**config.mk**
```make
export PLATFORM = sky130hd
export DESIGN_NAME = reaction_timer
export DESIGN_NICKNAME = d
export VERILOG_FILES = /design/src/rtl/reaction_game_pkg.sv /design/src/rtl/key_sync_edge.sv /design/src/rtl/reaction_timer.sv
export SDC_FILE = /design/constraint.sdc
export NUM_CORES = 1
export LEC_CHECK = 0
export BUFFER_PORTS_ARGS = -buffer_cell sky130_fd_sc_hd__buf_4
export CORE_AREA = 4 4 97 99
export DETAILED_ROUTE_END_ITERATION = 8
export DIE_AREA = 0 0 101 103
export PLACE_DENSITY = 0.66
export SLEW_MARGIN = 20
export SYNTH_ARGS = -nofsm -noshare
export SYNTH_HDL_FRONTEND = slang
export SYNTH_HIERARCHICAL = 1
export SYNTH_SLANG_ARGS = --single-unit
```
**constraint.sdc**
```tcl
create_clock -name clk -period 3.1 [get_ports clk]
set_clock_uncertainty 0.2 [all_clocks]
set_input_delay 0.62 -clock clk [delete_from_list [all_inputs] [get_ports clk]]
set_output_delay 0.62 -clock clk [all_outputs]
set_load 0.1 [all_outputs]
```
**src/rtl/reaction_game_pkg.sv**
```systemverilog
// Shared definitions for the reaction game: FSM states, result width and
// the pseudo-random delay generator.
package reaction_game_pkg;

    localparam int unsigned RESULT_W  = 14;
    localparam int unsigned LFSR_W    = 16;

    // x^16 + x^14 + x^13 + x^11 + 1, maximal length, so a non-zero seed never reaches zero
    localparam logic [LFSR_W-1:0] LFSR_SEED = 16'hACE1;
    localparam logic [LFSR_W-1:0] LFSR_TAPS = 16'hB400;

    typedef enum logic [2:0] {
        ST_IDLE  = 3'd0,
        ST_WAIT  = 3'd1,
        ST_ARMED = 3'd2,
        ST_DONE  = 3'd3,
        ST_FALSE = 3'd4
    } game_state_t;

    // One Fibonacci step: shift toward the MSB, feedback enters bit 0
    function automatic logic [LFSR_W-1:0] lfsr_next(input logic [LFSR_W-1:0] cur);
        return {cur[LFSR_W-2:0], ^(cur & LFSR_TAPS)};
    endfunction

endpackage

```
**src/rtl/key_sync_edge.sv**
```systemverilog
// Raw active-low pushbutton -> synchronised one-clk press pulse.
// The pulse is registered and appears three clk edges after the pin falls.
module key_sync_edge
    import reaction_game_pkg::*;
(
    input  logic clk,
    input  logic rst_n,
    input  logic key_n,
    output logic press
);

    logic sync_1;
    logic sync_2;
    logic sync_prev;

    // Two-flop synchroniser, history flop, and registered falling-edge detect.
    // Flops reset to the released level so reset release never looks like a press.
    always_ff @(posedge clk or negedge rst_n) begin
        if (!rst_n) begin
            sync_1    <= 1'b1;
            sync_2    <= 1'b1;
            sync_prev <= 1'b1;
            press     <= 1'b0;
        end else begin
            sync_1    <= key_n;
            sync_2    <= sync_1;
            sync_prev <= sync_2;
            press     <= sync_prev & ~sync_2;
        end
    end

endmodule

```
**src/rtl/reaction_timer.sv**
```systemverilog
// Reaction-time game: random pre-light delay, then counts ms until the
// player presses react. Flags false starts and timeouts.
module reaction_timer
    import reaction_game_pkg::*;
#(
    parameter int unsigned MIN_WAIT_MS = 1000,
    parameter int unsigned MAX_MS      = 9999,
    parameter int unsigned RAND_BITS   = 11
) (
    input  logic                clk,
    input  logic                rst_n,
    input  logic                clk_ms,
    input  logic                key_start_n,
    input  logic                key_react_n,
    output logic                led_go,
    output logic [RESULT_W-1:0] reaction_ms,
    output logic                result_valid,
    output logic                false_start,
    output logic                timeout,
    output logic                busy
);

    // Wide enough for MIN_WAIT_MS + 2^RAND_BITS - 1
    localparam int unsigned WAIT_W = $clog2(MIN_WAIT_MS + (32'd1 << RAND_BITS));

    localparam logic [RESULT_W-1:0] MAX_CNT    = RESULT_W'(MAX_MS);
    localparam logic [RESULT_W-1:0] MAX_CNT_M1 = RESULT_W'(MAX_MS - 1);
    localparam logic [WAIT_W-1:0]   MIN_WAIT   = WAIT_W'(MIN_WAIT_MS);

    logic               start_ev;
    logic               react_ev;
    logic               ms_q1;
    logic               ms_q2;
    logic               ms_primed;
    logic               ms_tick;
    logic [LFSR_W-1:0]  lfsr;
    game_state_t        state;
    logic [WAIT_W-1:0]  wait_cnt;
    logic [RESULT_W-1:0] ms_cnt;

    key_sync_edge u_start_sync (
        .clk   (clk),
        .rst_n (rst_n),
        .key_n (key_start_n),
        .press (start_ev)
    );

    key_sync_edge u_react_sync (
        .clk   (clk),
        .rst_n (rst_n),
        .key_n (key_react_n),
        .press (react_ev)
    );

    // Register clk_ms; the first sample after reset loads both stages so a
    // high clk_ms at reset release is not seen as a rising edge.
    always_ff @(posedge clk or negedge rst_n) begin
        if (!rst_n) begin
            ms_q1     <= 1'b0;
            ms_q2     <= 1'b0;
            ms_primed <= 1'b0;
        end else if (!ms_primed) begin
            ms_q1     <= clk_ms;
            ms_q2     <= clk_ms;
            ms_primed <= 1'b1;
        end else begin
            ms_q1     <= clk_ms;
            ms_q2     <= ms_q1;
        end
    end

    assign ms_tick = ms_q1 & ~ms_q2;

    // Free-running delay randomiser, advances every clk
    always_ff @(posedge clk or negedge rst_n) begin
        if (!rst_n) begin
            lfsr <= LFSR_SEED;
        end else begin
            lfsr <= lfsr_next(lfsr);
        end
    end

    // Game FSM with registered outputs
    always_ff @(posedge clk or negedge rst_n) begin
        if (!rst_n) begin
            state        <= ST_IDLE;
            wait_cnt     <= '0;
            ms_cnt       <= '0;
            led_go       <= 1'b0;
            reaction_ms  <= '0;
            result_valid <= 1'b0;
            false_start  <= 1'b0;
            timeout      <= 1'b0;
            busy         <= 1'b0;
        end else begin
            case (state)
                ST_IDLE, ST_DONE, ST_FALSE: begin
                    if (start_ev) begin
                        state        <= ST_WAIT;
                        wait_cnt     <= MIN_WAIT + WAIT_W'(lfsr[RAND_BITS-1:0]);
                        ms_cnt       <= '0;
                        led_go       <= 1'b0;
                        reaction_ms  <= '0;
                        result_valid <= 1'b0;
                        false_start  <= 1'b0;
                        timeout      <= 1'b0;
                        busy         <= 1'b1;
                    end
                end

                ST_WAIT: begin
                    // A press on the same clk as the expiring tick is still a false start
                    if (react_ev) begin
                        state       <= ST_FALSE;
                        false_start <= 1'b1;
                        led_go      <= 1'b0;
                        busy        <= 1'b0;
                        wait_cnt    <= '0;
                    end else if (ms_tick) begin
                        if (wait_cnt <= WAIT_W'(1)) begin
                            state    <= ST_ARMED;
                            led_go   <= 1'b1;
                            ms_cnt   <= '0;
                            wait_cnt <= '0;
                        end else begin
                            wait_cnt <= wait_cnt - WAIT_W'(1);
                        end
                    end
                end

                ST_ARMED: begin
                    if (react_ev) begin
                        state        <= ST_DONE;
                        reaction_ms  <= ms_tick ? ms_cnt + RESULT_W'(1) : ms_cnt;
                        result_valid <= 1'b1;
                        led_go       <= 1'b0;
                        busy         <= 1'b0;
                    end else if (ms_tick) begin
                        if (ms_cnt >= MAX_CNT_M1) begin
                            state        <= ST_DONE;
                            ms_cnt       <= MAX_CNT;
                            reaction_ms  <= MAX_CNT;
                            timeout      <= 1'b1;
                            result_valid <= 1'b1;
                            led_go       <= 1'b0;
                            busy         <= 1'b0;
                        end else begin
                            ms_cnt <= ms_cnt + RESULT_W'(1);
                        end
                    end
                end

                default: begin
                    state  <= ST_IDLE;
                    led_go <= 1'b0;
                    busy   <= 1'b0;
                end
            endcase
        end
    end

endmodule

```
* After elaboration in Yosys (flattened, before gate mapping)
Index checks and enable logic that the tools add are counted.
** Word-level totals
- Register bits :: 75
- Bits in latches :: 0
- Bits in writable memories :: 0
- Memory bits (read-only) :: 0
- Bits of input ports :: 5
- Output and inout bits :: 19
- Logic and storage cells :: 107
- Memories :: 0
** Cells by class
- Add/subtract/negate cells :: 3
- Multipliers :: 0
- Div/mod/pow operators :: 0
- $lt $le $gt $ge :: 2
- Equality and inequality tests :: 16
- Shift-type cells :: 0
- Mux-type cells :: 46
- Bitwise operators :: 6
- Reduce and logical (&&, ||, !) cells :: 13
** Operators by type and width (number)
- two-way mux 14 bit :: 11
- two-way mux 12 bit :: 4
- one-hot mux 14 bit (3 select lines) :: 1
- one-hot mux 14 bit (2 select lines) :: 1
- one-hot mux 12 bit (2 select lines) :: 1
- two-way mux 3 bit :: 7
- XOR reduction 16 bit :: 1
- two-way mux 1 bit :: 15
- adder 14 x 1 -> 14 bit, second input constant :: 1
- greater-or-equal comparator 14 bit, second input constant :: 1
- adder 10 x 11 -> 12 bit, first input constant :: 1
- <= comparator 12 x 1 -> 1 bit, second input constant :: 1
- != test 2 bit, second input constant :: 6
- != test 3 x 2 -> 1 bit, second input constant :: 4
- subtractor 12 x 1 -> 12 bit, second input constant :: 1
- AND reduction 5 bit :: 2
- one-hot mux 3 bit (3 select lines) :: 1
- AND reduction 4 bit :: 2
- AND reduction 7 bit :: 1
- == test 3 x 2 -> 1 bit, second input constant :: 2
- one-hot mux 1 bit (2 select lines) :: 3
- one-hot mux 1 bit (3 select lines) :: 2
- AND reduction 3 bit :: 2
- != test 2 x 1 -> 1 bit, second input constant :: 2
- 8 further kinds :: 13

* Depth between registers and ports, before layout
- Depth after elaboration :: 5
- Gate-level depth with buffers :: 8
- Depth with buffers taken out :: 7

* Cells and area by module
The synthesis kept the hierarchy.
** By module, submodules not included
- reaction_timer :: instances 1, cells each 363, area an instance 3564.7 um2, sequential area each 1686.6 um2
- key_sync_edge :: instances 2, cells each 5, area an instance 117.6 um2, sequential area each 103.8 um2

* Worst setup path after synthesis
No wires, ideal clock.
- Path type :: reg-to-reg
- Start :: reg wait_cnt[4]
- End :: reg ms_cnt[0]
- Library setup time :: 125 ps
- Arrival :: 1977 ps
- Data required time :: 2775 ps
- Path slack :: 798 ps
- Stages on the path, launching flop included :: 7
- Path buffers :: 1
- Clock period less this slack :: 2302 ps
- Path through :: dfrtp_1 > or4_4 > nor4_4 > nand3_2 > and2_1 > buf_6 > mux2_4
** Between the ends
- Cells in the longest elaborated chain, start to end :: 3
** RTL lines
- from (decl) :: line reaction_timer.sv:38 : logic [WAIT_W-1:0] wait_cnt;
- from (signal assigned) :: line reaction_timer.sv:100 : wait_cnt <= MIN_WAIT + WAIT_W'(lfsr[RAND_BITS-1:0]);
- from (signal assigned) :: line reaction_timer.sv:126 : wait_cnt <= wait_cnt - WAIT_W'(1);
- <= comparator 12 x 1 -> 1 bit :: line reaction_timer.sv:120 : if (wait_cnt <= WAIT_W'(1)) begin
- != test 2 bit (no line)
- AND reduction 7 bit (no line)
- to (signal assigned) :: line reaction_timer.sv:148 : ms_cnt <= ms_cnt + RESULT_W'(1);
- to (decl) :: line reaction_timer.sv:39 : logic [RESULT_W-1:0] ms_cnt;
No other way between the ends.
A chain may end at the register's enable or synchronous reset.

* Worst setup path after layout
- Start :: reg state[1]
- End :: reg wait_cnt[6]
** Between the ends
- Cells in the longest elaborated chain, start to end :: 4
- Elaborated cells between the ends (all ways) :: 10
- Those cells by class :: eq/ne: 5; mux: 1; reduce/logical: 4
** RTL lines
- from (decl) :: line reaction_timer.sv:37 : game_state_t state;
- from (signal assigned) :: line reaction_timer.sv:86 : state <= ST_IDLE;
- from (signal assigned) :: line reaction_timer.sv:99 : state <= ST_WAIT;
- from (signal assigned) :: line reaction_timer.sv:114 : state <= ST_FALSE;
- == test 3 x 2 -> 1 bit, or another cell as far along :: line reaction_timer.sv:96 : case (state)
- OR reduction 3 bit :: line reaction_timer.sv:96
- != test 2 x 1 -> 1 bit (no line) / nonzero test 2 bit (equally long branches)
- AND reduction 3 bit (no line)
Several ways; a longest one is shown, not always the timed one.

==> flow_summary.yaml <==
outcome:
  status: "completed"
detailed_routing:
  drt-wirelength-per-cell_um: 16.8
  vias_per_cell: 5.96
  antenna_left: 0
  vias: 3009
  wl_mm: 8.50
  drt_pass1_iterations: 5
  drtIter0Drc: 189
  drt_drc_violations_left: 0
setup_path:
  path_cells: "nand2b_1 -> o21ai_0 -> nor2b_1 -> or4_1 -> nand3_1"
  critPathSlowestCell: "or4_1"
  cpPeakStageDelay_ns: 0.57
  criticalPathCategory: "reg2reg"
  endpoint_kind: "flop"
  crit_fanout: 18
  critical_path.top_delay_family: "simple AND/OR/NAND/NOR gates"
  path_buf_inv: 0
  cp-start-kind: "flop"
  arrival_ns: 2.70
  crit_required_ns: 3.19
global_routing:
  grt.busiest_layer: "met2"
  grt_max_degree: 76
  grt-ovfl-total: 0
  track_usage_pct: 17.7
  grt_pass1_vias: 2887
  use_met2_pct: 28.5
  antenna_found_initial: 0
  met3_usage_pct: 3.86
  grt_util_met1_pct: 22.8
  grt_pass1_wl_mm: 14.4
sta:
  max_freq_mhz: 382
  rsz0062_at_grt: "false"
  setup_tns_ns: 0
  finalCriticalPeriod_ns: 2.62
  setup_viol: 0
  slew_viol_final: 0
  hold_viol: 0
  slew_headroom_pct: 31.0
  worst_slew_pin_slew_ns: 1.03
  finalCritPeriodShare_pct: 84.5
final_layout:
  layout_commonest_cell: "dfrtp_1"
  nFillCells: 734
  final_cell_mix: "dfrtp_1, buf_4, nand2_1"
  areaGrowthSynthToFinish_pct: 14.0
  antenna_cells: 0
  postLayoutCoreUtil_pct: 50.7
  fin_nets: 402
  register_area_um2: 1890
  multi_input_area_um2: 1770
  drive_above_1_share_pct: 20.4
min_path:
  hp-class: "reg2reg"
cts:
  clkTransAtPathRegs_ns: 0.08
  cts.htree.levels: 3
  cts_hold_buf: 0
  post-cts-setup-buffer-count: 0
  cts_tree: "built"
  clock_latency_ns: 0.35
  cts_resized: 0
  clock_path_buffers: 2
  clkSinkCount: 75
  cts_made_buffers: 9
  cts-root-buf: "clkbuf_8"
yosys:
  ys.flop_type: "dfrtp_1"
  netlist_instances: 373
  avgSynthCellArea_um2: 10.2
  synth-adder-area-share_pct: 1.65
  synth_compound_area_share_pct: 21.3
  synth_edf_count: 0
  synthMuxAreaShare_pct: 1.09
  async_flop_share_pct: 100
  syn_area_um2: 3800
  yosysSeqAreaShare_pct: 49.9
  synth.largest_area_cell: "dfrtp_1"
  ys_types: 65
  synth_top_area_share_pct: 40.2
  synth_nets: 383
  synth_top_family_by_area: "compound AO/OA/AOI/OAI gates"
  yosys-top-cells-area: "dfrtp_1, dfstp_2, nand2_1"
  ys_ff_latch: 75
  synth_xor_xnor_area_share_pct: 3.92
  yosys_warnings: 6
  yosys.area_share.simple_pct: 18.6
floorplanning:
  dieArea_um2: 10400
  ioPinCount: 24
  die_w_um: 101
  core.rowCount: 34
  coreArea_um2: 8550
  start_util_pct: 44.4
  die_y_um: 103
power_and_ir_drop:
  ir_worst_vdd_v: 0.000508
  pwr-share-comb_pct: 26.0
  p_sw_uw: 971
  switching_share_pct: 33.4
  p_leak_uw: 0.00182
  powerDensity_nw_per_um2: 670
  p_int_uw: 1930
  pwr-share-seq_pct: 41.0
  total_power_uw: 2900
  p_clk_share_pct: 32.9
placed_design:
  hpwl_mm: 5.90
  io_buffers: 23
  place.gp.congestion: 0.847
job:
  drv_cap: 0
final cells by class:
cell class / count / share of cell area [%]
sequential: 75 / 43.7
multi-input combinational: 266 / 40.9
timing repair buffer: 32 / 5.55
clock buffer: 12 / 3.81
tap: 108 / 3.12
clock inverter: 4 / 2.20
inverter: 8 / 0.693
final timing paths:
| check | start | end | slack (ns) | cells after the start |
|---|---|---|---|---|
| max | state[1] | wait_cnt[6] | 0.48 | 5 |
| min | lfsr[14] | lfsr[15] | 0.16 | 0 |
| max reg2reg | state[1] | wait_cnt[6] | 0.48 | 5 |
| min reg2reg | lfsr[14] | lfsr[15] | 0.16 | 0 |
| max in group asynchronous | rst_n | state[2] | 1.89 | 1 |
| min in group asynchronous | rst_n | reaction_ms[5] | 0.20 | 1 |
synthesized netlist by cell type, types with 3 or more instances:
cell,instances
a31oi_1,4
nand3_1,11
a21oi_1,20
nor4_1,5
nand2b_1,6
or4_1,3
clkbuf_1,20
nor2b_1,3
o21ai_1,3
o2bb2ai_1,10
and2_1,5
ha_1,5
a22oi_1,4
nand2_1,28
dfrtp_1,61
dfstp_2,14
o31a_1,3
xor2_1,6
nor3_1,8
nor2_1,27
xnor2_1,11
o311ai_0,3
o22a_1,5
or3_1,6
o21ai_0,19
nand4_1,8
a2bb2oi_1,3
o31ai_1,4
a32oi_1,5
a22o_1,8
or2_2,3
inv_1,8
sequential cells by signal, summed over array words and instances, names as in the netlist, 3 cells and up:
name,count
lfsr,16
ms_cnt,14
reaction_ms,14
state,3
wait_cnt,12
worst reg2reg max path, delay by kind of cell, from the launching register on:
kind,cells,cell delay [ns]
AOI/OAI and AO/OA,1,0.55
DFF,1,0.55
and+or+nand+nor,4,1.26
power groups by stage:
stage | registers [µW] | clock network (µW) | logic [µW]
3_5_place_dp | 1200 | 0 | 761
4_1_cts | 1190 | 981 | 759
5_1_grt | 1210 | 1020 | 827
3_3_place_gp | 1200 | 0 | 749
6_report | 1190 | 956 | 755
2_1_floorplan | 1270 | 0 | 488
cell families (layout without fill, tap and decap cells):
| family | count (synthesis) | in the layout |
|---|---|---|
| AND/OR/NAND/NOR | 127 | 127 |
| multiplexers | 3 | 3 |
| XOR/XNOR | 17 | 17 |
| AO/OA/AOI/OAI | 113 | 113 |
| other | 1 | 1 |
| flip-flops | 75 | 75 |
| buffers and inverters | 32 | 56 |
| adder cells (fa/ha/maj) | 5 | 5 |
stage by stage:
stage	setup slack (ns)	instances	instance area, µm²	hold slack, ns
4_1_cts	0.494	505	4330	0.156
2_1_floorplan	0.798	373	3800	0.124
5_1_grt	0.306	505	4330	0.159
6_report	0.482	505	4330	0.157
3_5_place_dp	0.515	489	4070	0.143
3_3_place_gp	0.593	489	4070	0.137
per-layer routing:
metal,vias to the layer above,wire [µm]
met5,-,0
met4,0,189
met3,20,541
met2,125,4080
met1,1434,3690
li1,1430,-
No activity file was read; power rests on OpenSTA's default activity.
